[src/rtl/mbist_pkg.sv]
// Shared definitions for the March C- BIST sequencer: FSM states and per-element tables.
package mbist_pkg;

    typedef enum logic [2:0] {
        IDLE,
        PREP,
        RUN,
        DRAIN,
        DONE
    } state_t;

    localparam int MARCH_NUM_ELEM = 6;
    localparam int ELEM_W         = 3;
    localparam logic [ELEM_W-1:0] LAST_ELEM = ELEM_W'(MARCH_NUM_ELEM - 1);

    // Bit e of each table describes March element e; bits 6 and 7 are padding so
    // that an index one past the last element reads as 0.
    // March C-: up(w0) up(r0,w1) up(r1,w0) dn(r0,w1) dn(r1,w0) up(r0)
    localparam logic [7:0] ELEM_DIR_DN  = 8'b0001_1000;  // 1 = descending addresses
    localparam logic [7:0] ELEM_TWO_OPS = 8'b0001_1110;  // 1 = read then write per address
    localparam logic [7:0] ELEM_OP0_WR  = 8'b0000_0001;  // first op is a write
    localparam logic [7:0] ELEM_OP1_WR  = 8'b0001_1110;  // second op is a write
    localparam logic [7:0] ELEM_RD_ONE  = 8'b0001_0100;  // read expects all-ones
    localparam logic [7:0] ELEM_WR_ONE  = 8'b0000_1010;  // write stores all-ones

    function automatic logic op_is_write(input logic [ELEM_W-1:0] elem, input logic op);
        return op ? ELEM_OP1_WR[elem] : ELEM_OP0_WR[elem];
    endfunction

endpackage

[src/rtl/mbist_cmp_pipe.sv]
// Read-data checker: delays the expected value by the memory read latency,
// compares against rdata and keeps only the first mismatch.
module mbist_cmp_pipe
    import mbist_pkg::*;
#(
    parameter int DATA_WIDTH = 8,
    parameter int ADDR_WIDTH = 4
) (
    input  logic                  clk,
    input  logic                  rst,
    input  logic                  clear,
    input  logic                  push,
    input  logic [DATA_WIDTH-1:0] push_exp,
    input  logic [ADDR_WIDTH-1:0] push_addr,
    input  logic [ELEM_W-1:0]     push_elem,
    input  logic [DATA_WIDTH-1:0] rdata,
    output logic                  pass,
    output logic [ADDR_WIDTH-1:0] fail_addr,
    output logic [ELEM_W-1:0]     fail_elem,
    output logic [DATA_WIDTH-1:0] fail_rdata
);

    logic                  s1_vld, s2_vld;
    logic [DATA_WIDTH-1:0] s1_exp, s2_exp;
    logic [ADDR_WIDTH-1:0] s1_addr, s2_addr;
    logic [ELEM_W-1:0]     s1_elem, s2_elem;
    logic                  captured_q;
    logic                  mismatch;

    // Two-deep delay line so stage 2 lines up with rdata of the same read.
    always_ff @(posedge clk or posedge rst) begin
        if (rst) begin
            s1_vld  <= 1'b0;
            s2_vld  <= 1'b0;
            s1_exp  <= '0;
            s2_exp  <= '0;
            s1_addr <= '0;
            s2_addr <= '0;
            s1_elem <= '0;
            s2_elem <= '0;
        end else begin
            s1_vld  <= push;
            s1_exp  <= push_exp;
            s1_addr <= push_addr;
            s1_elem <= push_elem;
            s2_vld  <= s1_vld;
            s2_exp  <= s1_exp;
            s2_addr <= s1_addr;
            s2_elem <= s1_elem;
        end
    end

    // Compare the aligned expected value with the returning read data.
    always_comb begin
        mismatch = s2_vld && (rdata != s2_exp);
    end

    // Registered first-fail capture; later mismatches leave it untouched.
    always_ff @(posedge clk or posedge rst) begin
        if (rst) begin
            pass       <= 1'b0;
            captured_q <= 1'b0;
            fail_addr  <= '0;
            fail_elem  <= '0;
            fail_rdata <= '0;
        end else if (clear) begin
            pass       <= 1'b1;
            captured_q <= 1'b0;
            fail_addr  <= '0;
            fail_elem  <= '0;
            fail_rdata <= '0;
        end else if (mismatch && !captured_q) begin
            pass       <= 1'b0;
            captured_q <= 1'b1;
            fail_addr  <= s2_addr;
            fail_elem  <= s2_elem;
            fail_rdata <= rdata;
        end
    end

endmodule

[src/rtl/mbist_march_ctrl.sv]
// March C- sequencer for the single-port fault_mem macro: FSM, element/address/op
// counters, wdata look-ahead for the macro's registered write data, and result capture.
module mbist_march_ctrl
    import mbist_pkg::*;
#(
    parameter int DATA_WIDTH = 8,
    parameter int ADDR_WIDTH = 4,
    parameter int CAPACITY   = 15
) (
    input  logic                  clk,
    input  logic                  rst,
    input  logic                  start,
    output logic                  busy,
    output logic                  done,
    output logic                  pass,
    output logic [ADDR_WIDTH-1:0] fail_addr,
    output logic [2:0]            fail_elem,
    output logic [DATA_WIDTH-1:0] fail_rdata,
    output logic                  write_read,
    output logic [ADDR_WIDTH-1:0] address,
    output logic [DATA_WIDTH-1:0] wdata,
    input  logic [DATA_WIDTH-1:0] rdata
);

    localparam logic [ADDR_WIDTH-1:0] ADDR_LAST = ADDR_WIDTH'(CAPACITY);

    state_t                state_q, state_d;
    logic [ELEM_W-1:0]     elem_q, next_elem;
    logic [ADDR_WIDTH-1:0] addr_q;
    logic                  op_q;
    logic [1:0]            drain_q;
    logic                  cur_wr, last_op, last_addr, elem_end;
    logic                  accept, rd_issue;

    // Decode where the current op sits inside its element.
    always_comb begin
        cur_wr    = op_is_write(elem_q, op_q);
        last_op   = op_q || !ELEM_TWO_OPS[elem_q];
        last_addr = ELEM_DIR_DN[elem_q] ? (addr_q == '0) : (addr_q == ADDR_LAST);
        elem_end  = last_op && last_addr;
        next_elem = elem_end ? elem_q + ELEM_W'(1) : elem_q;
    end

    // FSM state register.
    always_ff @(posedge clk or posedge rst) begin
        if (rst) state_q <= IDLE;
        else     state_q <= state_d;
    end

    // Next state and memory/handshake outputs.
    always_comb begin
        state_d    = state_q;
        accept     = 1'b0;
        busy       = 1'b0;
        done       = 1'b0;
        write_read = 1'b0;
        address    = '0;
        wdata      = '0;
        rd_issue   = 1'b0;
        case (state_q)
            IDLE, DONE: begin
                done = (state_q == DONE);
                if (start) begin
                    accept  = 1'b1;
                    state_d = PREP;
                end
            end
            PREP: begin
                busy    = 1'b1;
                wdata   = {DATA_WIDTH{ELEM_WR_ONE[0]}};
                state_d = RUN;
            end
            RUN: begin
                busy       = 1'b1;
                address    = addr_q;
                write_read = cur_wr;
                rd_issue   = !cur_wr;
                // The macro registers wdata, so present the next op's data now.
                wdata      = {DATA_WIDTH{ELEM_WR_ONE[next_elem]}};
                if (elem_end && elem_q == LAST_ELEM) state_d = DRAIN;
            end
            DRAIN: begin
                busy = 1'b1;
                if (drain_q == 2'd2) state_d = DONE;
            end
            default: state_d = IDLE;
        endcase
    end

    // Op/address/element walk through the March sequence, plus drain timer.
    always_ff @(posedge clk or posedge rst) begin
        if (rst) begin
            elem_q  <= '0;
            addr_q  <= '0;
            op_q    <= 1'b0;
            drain_q <= '0;
        end else if (accept) begin
            elem_q  <= '0;
            addr_q  <= '0;
            op_q    <= 1'b0;
            drain_q <= '0;
        end else if (state_q == RUN) begin
            if (!last_op) begin
                op_q <= 1'b1;
            end else begin
                op_q <= 1'b0;
                if (last_addr) begin
                    elem_q <= next_elem;
                    addr_q <= ELEM_DIR_DN[next_elem] ? ADDR_LAST : '0;
                end else if (ELEM_DIR_DN[elem_q]) begin
                    addr_q <= addr_q - ADDR_WIDTH'(1);
                end else begin
                    addr_q <= addr_q + ADDR_WIDTH'(1);
                end
            end
        end else if (state_q == DRAIN) begin
            drain_q <= drain_q + 2'd1;
        end
    end

    mbist_cmp_pipe #(
        .DATA_WIDTH (DATA_WIDTH),
        .ADDR_WIDTH (ADDR_WIDTH)
    ) u_cmp (
        .clk        (clk),
        .rst        (rst),
        .clear      (accept),
        .push       (rd_issue),
        .push_exp   ({DATA_WIDTH{ELEM_RD_ONE[elem_q]}}),
        .push_addr  (addr_q),
        .push_elem  (elem_q),
        .rdata      (rdata),
        .pass       (pass),
        .fail_addr  (fail_addr),
        .fail_elem  (fail_elem),
        .fail_rdata (fail_rdata)
    );

endmodule
[config.mk]
export PLATFORM = sky130hd
export DESIGN_NAME = mbist_march_ctrl
export DESIGN_NICKNAME = d
export VERILOG_FILES = /design/src/rtl/mbist_pkg.sv /design/src/rtl/mbist_cmp_pipe.sv /design/src/rtl/mbist_march_ctrl.sv
export SDC_FILE = /design/constraint.sdc
export NUM_CORES = 1
export LEC_CHECK = 0
export BUFFER_PORTS_ARGS = -buffer_cell sky130_fd_sc_hd__buf_4
export CORE_ASPECT_RATIO = 1.4
export CORE_MARGIN = 5
export CORE_UTILIZATION = 35
export DETAILED_ROUTE_END_ITERATION = 6
export PLACE_DENSITY = 0.57
export SLEW_MARGIN = 20
export SYNTH_ARGS = -nofsm -noshare
export SYNTH_HDL_FRONTEND = slang
export SYNTH_SLANG_ARGS = --single-unit
[constraint.sdc]
create_clock -name clk -period 4.37 [get_ports clk]
set_clock_uncertainty 0.1 [all_clocks]
set_input_delay 1.311 -clock clk [delete_from_list [all_inputs] [get_ports clk]]
set_output_delay 1.311 -clock clk [all_outputs]
set_load 0.01 [all_outputs]
# ---- Yosys cells after proc, flatten, opt, wreduce, memory -nomap -nowiden
# Memories as Yosys holds them, arrays and structs flattened. A register that Yosys moved wholly into a read port is not among the register bits.
# Index checks and enable logic that the tools add are counted.
dict set report totals {
  wordCells 108
  output_inout_bits 31
  rom_bits 48
  in_bits 11
  mem_count 6
  register_bits 47
}
# name words word_bits rd rd_ports_with_merged_regs write_ports line_no
set memory_table {}
lappend memory_table {{(name not given)} 8 1 1 1 0 mbist_march_ctrl.sv:129} ;# .push_exp ({DATA_WIDTH{ELEM_RD_ONE[elem_q]}}),
lappend memory_table {{(name not given)} 8 1 1 0 0 mbist_march_ctrl.sv:110} ;# end else if (ELEM_DIR_DN[elem_q]) begin
lappend memory_table {{(name not given)} 8 1 1 0 0 mbist_march_ctrl.sv:109} ;# addr_q <= ELEM_DIR_DN[next_elem] ? ADDR_LAST : '0;
lappend memory_table {{(name not given)} 8 1 1 0 0 mbist_march_ctrl.sv:79} ;# wdata = {DATA_WIDTH{ELEM_WR_ONE[next_elem]}};
lappend memory_table {{(name not given)} 8 1 1 0 0 mbist_march_ctrl.sv:38} ;# last_op = op_q || !ELEM_TWO_OPS[elem_q];
lappend memory_table {{(name not given)} 8 1 1 0 0 mbist_pkg.sv:27} ;# return op ? ELEM_OP1_WR[elem] : ELEM_OP0_WR[elem];
dict set report classes {
  mux 46
  add_sub_neg 4
  n_lt_le_gt_ge 2
  reduce_logical 21
  eq_ne 12
}
# op n
set ops {}
lappend ops {{4-bit two-way mux} 9}
lappend ops {{3-bit two-way mux} 10}
lappend ops {{8-bit two-way mux} 3}
lappend ops {{1-bit two-way mux} 20}
lappend ops {{3-bit case mux with 4 select lines} 1}
lappend ops {{2-bit nonzero test} 5}
lappend ops {{3-bit by 4-bit < comparator with 1-bit output, second input constant} 2}
lappend ops {{2-bit != test, second input constant} 4}
lappend ops {{8-bit != test} 1}
lappend ops {{3-bit by 2-bit equality test with 1-bit output, second input constant} 2}
lappend ops {{3-bit equality test, second input constant} 2}
lappend ops {{2-bit two-way mux} 3}
lappend ops {{3-bit AND reduction} 2}
lappend ops {{4-bit by 1-bit adder with 4-bit output, second input constant} 1}
lappend ops {{4-bit equality test, second input constant} 1}
lappend ops {{1-bit logical AND} 4}
lappend ops {{4-bit zero test} 1}
lappend ops {{2-bit AND reduction} 2}
lappend ops {{4-bit by 1-bit subtractor with 4-bit output, second input constant} 1}
lappend ops {{3-bit by 1-bit adder with 3-bit output, second input constant} 1}
lappend ops {{3-bit by 1-bit equality test with 1-bit output, second input constant} 1}
lappend ops {{1-bit zero test} 3}
lappend ops {{3-bit zero test} 1}
lappend ops {{3-bit OR reduction} 1}
lappend ops {{4 further kinds} 4}

# ---- Logic depth before layout (Yosys ltp)
dict set report logic_depth {
  word_depth 13
  mapped_depth 9
  depth_no_buf 9
}

# ---- Modules after synthesis
# From an unflattened synthesis, not the netlist that was laid out.
dict set report unflattened {
  hier_cells 243
  hier_area_um2 2859.0
}
# module area_each_um2 cells_per_inst n_inst seq_area_each_um2
set by_module_without_submodules {}
lappend by_module_without_submodules {mbist_cmp_pipe 1737.9 115 1 1226.2}
lappend by_module_without_submodules {mbist_march_ctrl 1121.1 128 1 325.3}

# ---- Worst setup path after synthesis
# Ideal clock, no wire load.
dict set report synth_path {
  path_kind {register to output}
  start {reg elem_q[0]}
  end {out wdata[1]}
  required_ns 2.959
  path_stages_with_launch 9
  n_path_buf 1
  setup_slack_ns 0.328
  arrival_time_ns 2.631
  path_cell_list {dfrtp_1 > inv_1 > ha_1 > mux2_2 > mux2_2 > a21oi_2 > a21oi_1 > o31ai_1 > buf_4}
}
dict set report synth_via {
  elab_chain_len 9
}
# item line_no
set synth_rtl {}
lappend synth_rtl {{start: declaration} mbist_march_ctrl.sv:28} ;# logic [ELEM_W-1:0] elem_q, next_elem;
lappend synth_rtl {{start signal: assignment} mbist_march_ctrl.sv:108} ;# elem_q <= next_elem;
lappend synth_rtl {{memory read 8 x 1 bit} -}
lappend synth_rtl {{1-bit two-way mux (implied by the code)} mbist_march_ctrl.sv:38}
lappend synth_rtl {{1-bit zero test} mbist_march_ctrl.sv:38}
lappend synth_rtl {{1-bit logical OR} mbist_march_ctrl.sv:38}
lappend synth_rtl {{1-bit logical AND} mbist_march_ctrl.sv:40} ;# elem_end = last_op && last_addr;
lappend synth_rtl {{3-bit two-way mux *} mbist_march_ctrl.sv:41} ;# next_elem = elem_end ? elem_q + ELEM_W'(1) : elem_q;
lappend synth_rtl {{memory read 8 x 1 bit *} -}
lappend synth_rtl {{1-bit two-way mux (implied by the code) *} mbist_march_ctrl.sv:79}
lappend synth_rtl {{8-bit two-way mux *} mbist_march_ctrl.sv:60} ;# case (state_q)
lappend synth_rtl {{end: declaration} mbist_march_ctrl.sv:21} ;# output logic [DATA_WIDTH-1:0] wdata,
# Mark *: on every way between the ends. The rest lies on a longest branch, timed or not. The select of a mux whose other input is x is not followed.

# ---- Final worst setup path
dict set report layout_path {
  start {reg elem_q[0]}
  end {out wdata[2]}
}
# The elaborated chain is that of the path after synthesis.

==> flow_summary.yaml <==
run:
  maxCapViolCount: 0
critical_path:
  reg2reg_depth: 7
  crit_family: "multiplexers"
  crit_path_start_kind: "flip-flop"
  r2r_slack_ns: 1.78
  crit_path_max_incr_delay_ns: 0.54
  cp_num_buf_inv: 3
  endpoint_kind: "output pin"
  crit_slowest_cell: "dfrtp_1"
  path_class: "flip-flop to output pin"
  rr_startpoint: "elem_q[0]"
  cp_max_fo: 12
  crit_required_ns: 2.96
  cp.arrival_ns: 2.67
  rr_endpoint: "elem_q[2]"
  crit_chain: "inv_1 > ha_1 > mux2_2 > mux2_2 > a21oi_2 > a21oi_1 > o31ai_1 > buf_4 > buf_4"
clock_tree:
  cts_tree: "done"
  cts_hold_buf: 0
  cts_sinks: 48
  cts.repair.resized: 0
  root_buffer: "clkbuf_8"
  path_clk_slew_ns: 0.08
  cts_setup_buffers: 0
  cts_made_buffers: 5
  clockBufferDepth: 2
  htreeDepth: 2
  insertion_delay_ns: 0.29
timing:
  tightest_slew_ns: 0.9380
  finalMaxSlewViolations: 0
  rsz0062_at_grt: "false"
  finalCriticalPeriod_ns: 4.084
  hold_violations: 0
  setup_viol: 0
  holdWs_ns: 0.2532
  maxSlewHeadroom: 0.3730
  tns_ns: 0
  fmax_ghz: 0.2449
  finalCritPeriodShare: 0.9345
pwr:
  power.density_nw_per_um2: 748.6
  p_leak_nw: 1.313
  irDropWorstVdd_mv: 0.2961
synthesis:
  synth_seq_cells: 48
  synth_top_area_frac: 0.5275
  synth.avg_cell_area_um2: 10.74
  yosys.area.top_type: "dfrtp_1"
  syn_nets: 232
  yosysWarningCount: 0
  synth_cell_type_count: 42
  yosysSeqAreaShare: 0.5275
  syn_inst: 212
  synth.area.top_cells: "dfrtp_1 (53%), mux2i_1 (7.9%), nor2_1 (5.8%)"
  syn_area_um2: 2277
worst_hold_path:
  hold_path_depth: 0
  hold_path.class: "flip-flop to flip-flop"
  hold-path-endpoint: "u_cmp.s2_exp[0]"
  min_from: "u_cmp.s1_exp[0]"
grt:
  grt_max_degree: 49
  first_global_vias: 1629
  track_usage: 0.1181
  antenna_found_initial: 0
  grt_pass1_wl_um: 7838
  grt_remaining_overflow: 0
drt:
  ant_nets: 0
  routedWlPerCell_um: 13.98
  drt_iter0_drc: 86
  vias: 1604
  vias_per_cell: 4.981
  finalWirelength_um: 4500
  drc: 0
  drt_pass1_iterations: 4
outcome:
  outcome: "finished, final reports clean"
place:
  placed_cells: 315
  hpwl_um: 3192
  routabilityCongestion: 0.8672
  port_buffers: 41
final_layout:
  insertedDiodeCount: 0
  fin_nets: 270
  area_growth_syn_to_layout_pct: 20.44
  final_cell_mix: "dfrtp_1 (48), buf_4 (46), nor2_1 (35), mux2i_1 (18), a21oi_1 (12)"
  layout.cells.non_filler: 322
  fill_cells: 636
  drive_gt1_frac: 0.2520
  post-route-util: 0.4356
  layout_commonest_cell: "dfrtp_1"
floorplan:
  core.rowCount: 34
  core_um2: 6296
  die_h_um: 105.4
  io_pins: 42
  dieArea_um2: 8242
  die_x_um: 78.17
  start_util: 0.3617
[metal layers]
layer | global-route usage | vias up | share of wire
li1 | - | 788 | -
met1 | 0.1471 | 769 | 0.43
met2 | 0.2016 | 43 | 0.52
met3 | 0.02474 | 4 | 0.047
met4 | 0.04125 | 0 | 0.012
met5 | 0 | - | 0
[Yosys cell counts]
library cell and count:
a211oi_1 2, a211oi_2 1, a21o_1 2, a21oi_1 12
a21oi_2 1, a22oi_1 1, a31oi_1 1, a32o_1 1
and2_1 3, and3_1 1, buf_12 1, buf_2 4
buf_4 7, buf_6 1, clkbuf_1 2, dfrtp_1 48
fa_1 1, ha_1 8, inv_1 12, mux2_2 3
mux2i_1 18, nand2_1 7, nand2_2 1, nand2b_1 2
nand3_1 5, nand4_1 3, nor2_1 35, nor2b_1 4
nor3_1 3, nor3b_1 1, nor4_1 1, nor4b_1 1
o2111a_1 1, o21ai_0 4, o22ai_1 1, o2bb2ai_1 1
o31ai_1 3, or3_1 1, or3b_1 1, or3b_2 1
or4_1 2, xnor2_1 4
[kinds of logic (layout without fill, tap and decap cells)]
group / after synthesis / count (layout) / share of synthesized area
xor+xnor: 4 / 4 / 0.01538
mux: 21 / 21 / 0.09395
fa+ha+maj: 9 / 9 / 0.05275
compound gates: 31 / 31 / 0.08956
flops: 48 / 48 / 0.5275
simple gates: 72 / 72 / 0.1522
buf+inv: 27 / 65 / 0.06868
[how the worst max path moves through the flow]
stage / cells after the start / slack [ns] / endpoint / startpoint
after floorplan: 8 / 0.33 / wdata[1] / elem_q[0]
after global placement: 9 / 0.63 / wdata[1] / elem_q[0]
after detailed placement: 9 / 0.62 / wdata[2] / elem_q[0]
after CTS: 9 / 0.27 / wdata[2] / elem_q[0]
after global routing: 9 / 0.09 / wdata[1] / elem_q[0]
final: 9 / 0.29 / wdata[2] / elem_q[0]
[flip-flops by register name, summed over array words and instances, names as in the netlist, 2 cells and up]
register          flops
addr_q                4
drain_q               2
elem_q                3
state_q               3
u_cmp.fail_addr       4
u_cmp.fail_elem       3
u_cmp.fail_rdata      8
u_cmp.s1_addr         4
u_cmp.s1_elem         3
u_cmp.s2_addr         4
u_cmp.s2_elem         3
[where the power goes]
part	internal [W]	switching (W)	leakage, nW	total [W]
sequential	0.000633	0.000133	0.615	0.000766
combinational	0.000429	0.000491	0.634	0.000919
clock	0.000225	0.000142	0.0642	0.000367
total	0.00129	0.000766	1.31	0.00205
[layout make-up]
type | instances | area, um2 | share of cell area
tap | 72 | 90.09 | 0.03285
clock buffer | 5 | 68.82 | 0.02509
inverter | 12 | 46.29 | 0.01688
timing repair buffer | 46 | 345.3 | 0.1259
sequential | 48 | 1201 | 0.4380
clock inverter | 2 | 60.06 | 0.02190
multi-input combinational | 137 | 930.9 | 0.3394
[per-stage QoR]
stage / area (um2) / total power [W] / setup slack [ns]
after CTS: 2741 / 0.002085 / 0.2667
final: 2743 / 0.002053 / 0.2862
after global routing: 2743 / 0.002241 / 0.08507
after global placement: 2613 / 0.001694 / 0.6309
after detailed placement: 2613 / 0.001711 / 0.6194
after floorplan: 2277 / 0.001400 / 0.3282
Power figures use the tool's default switching activity.
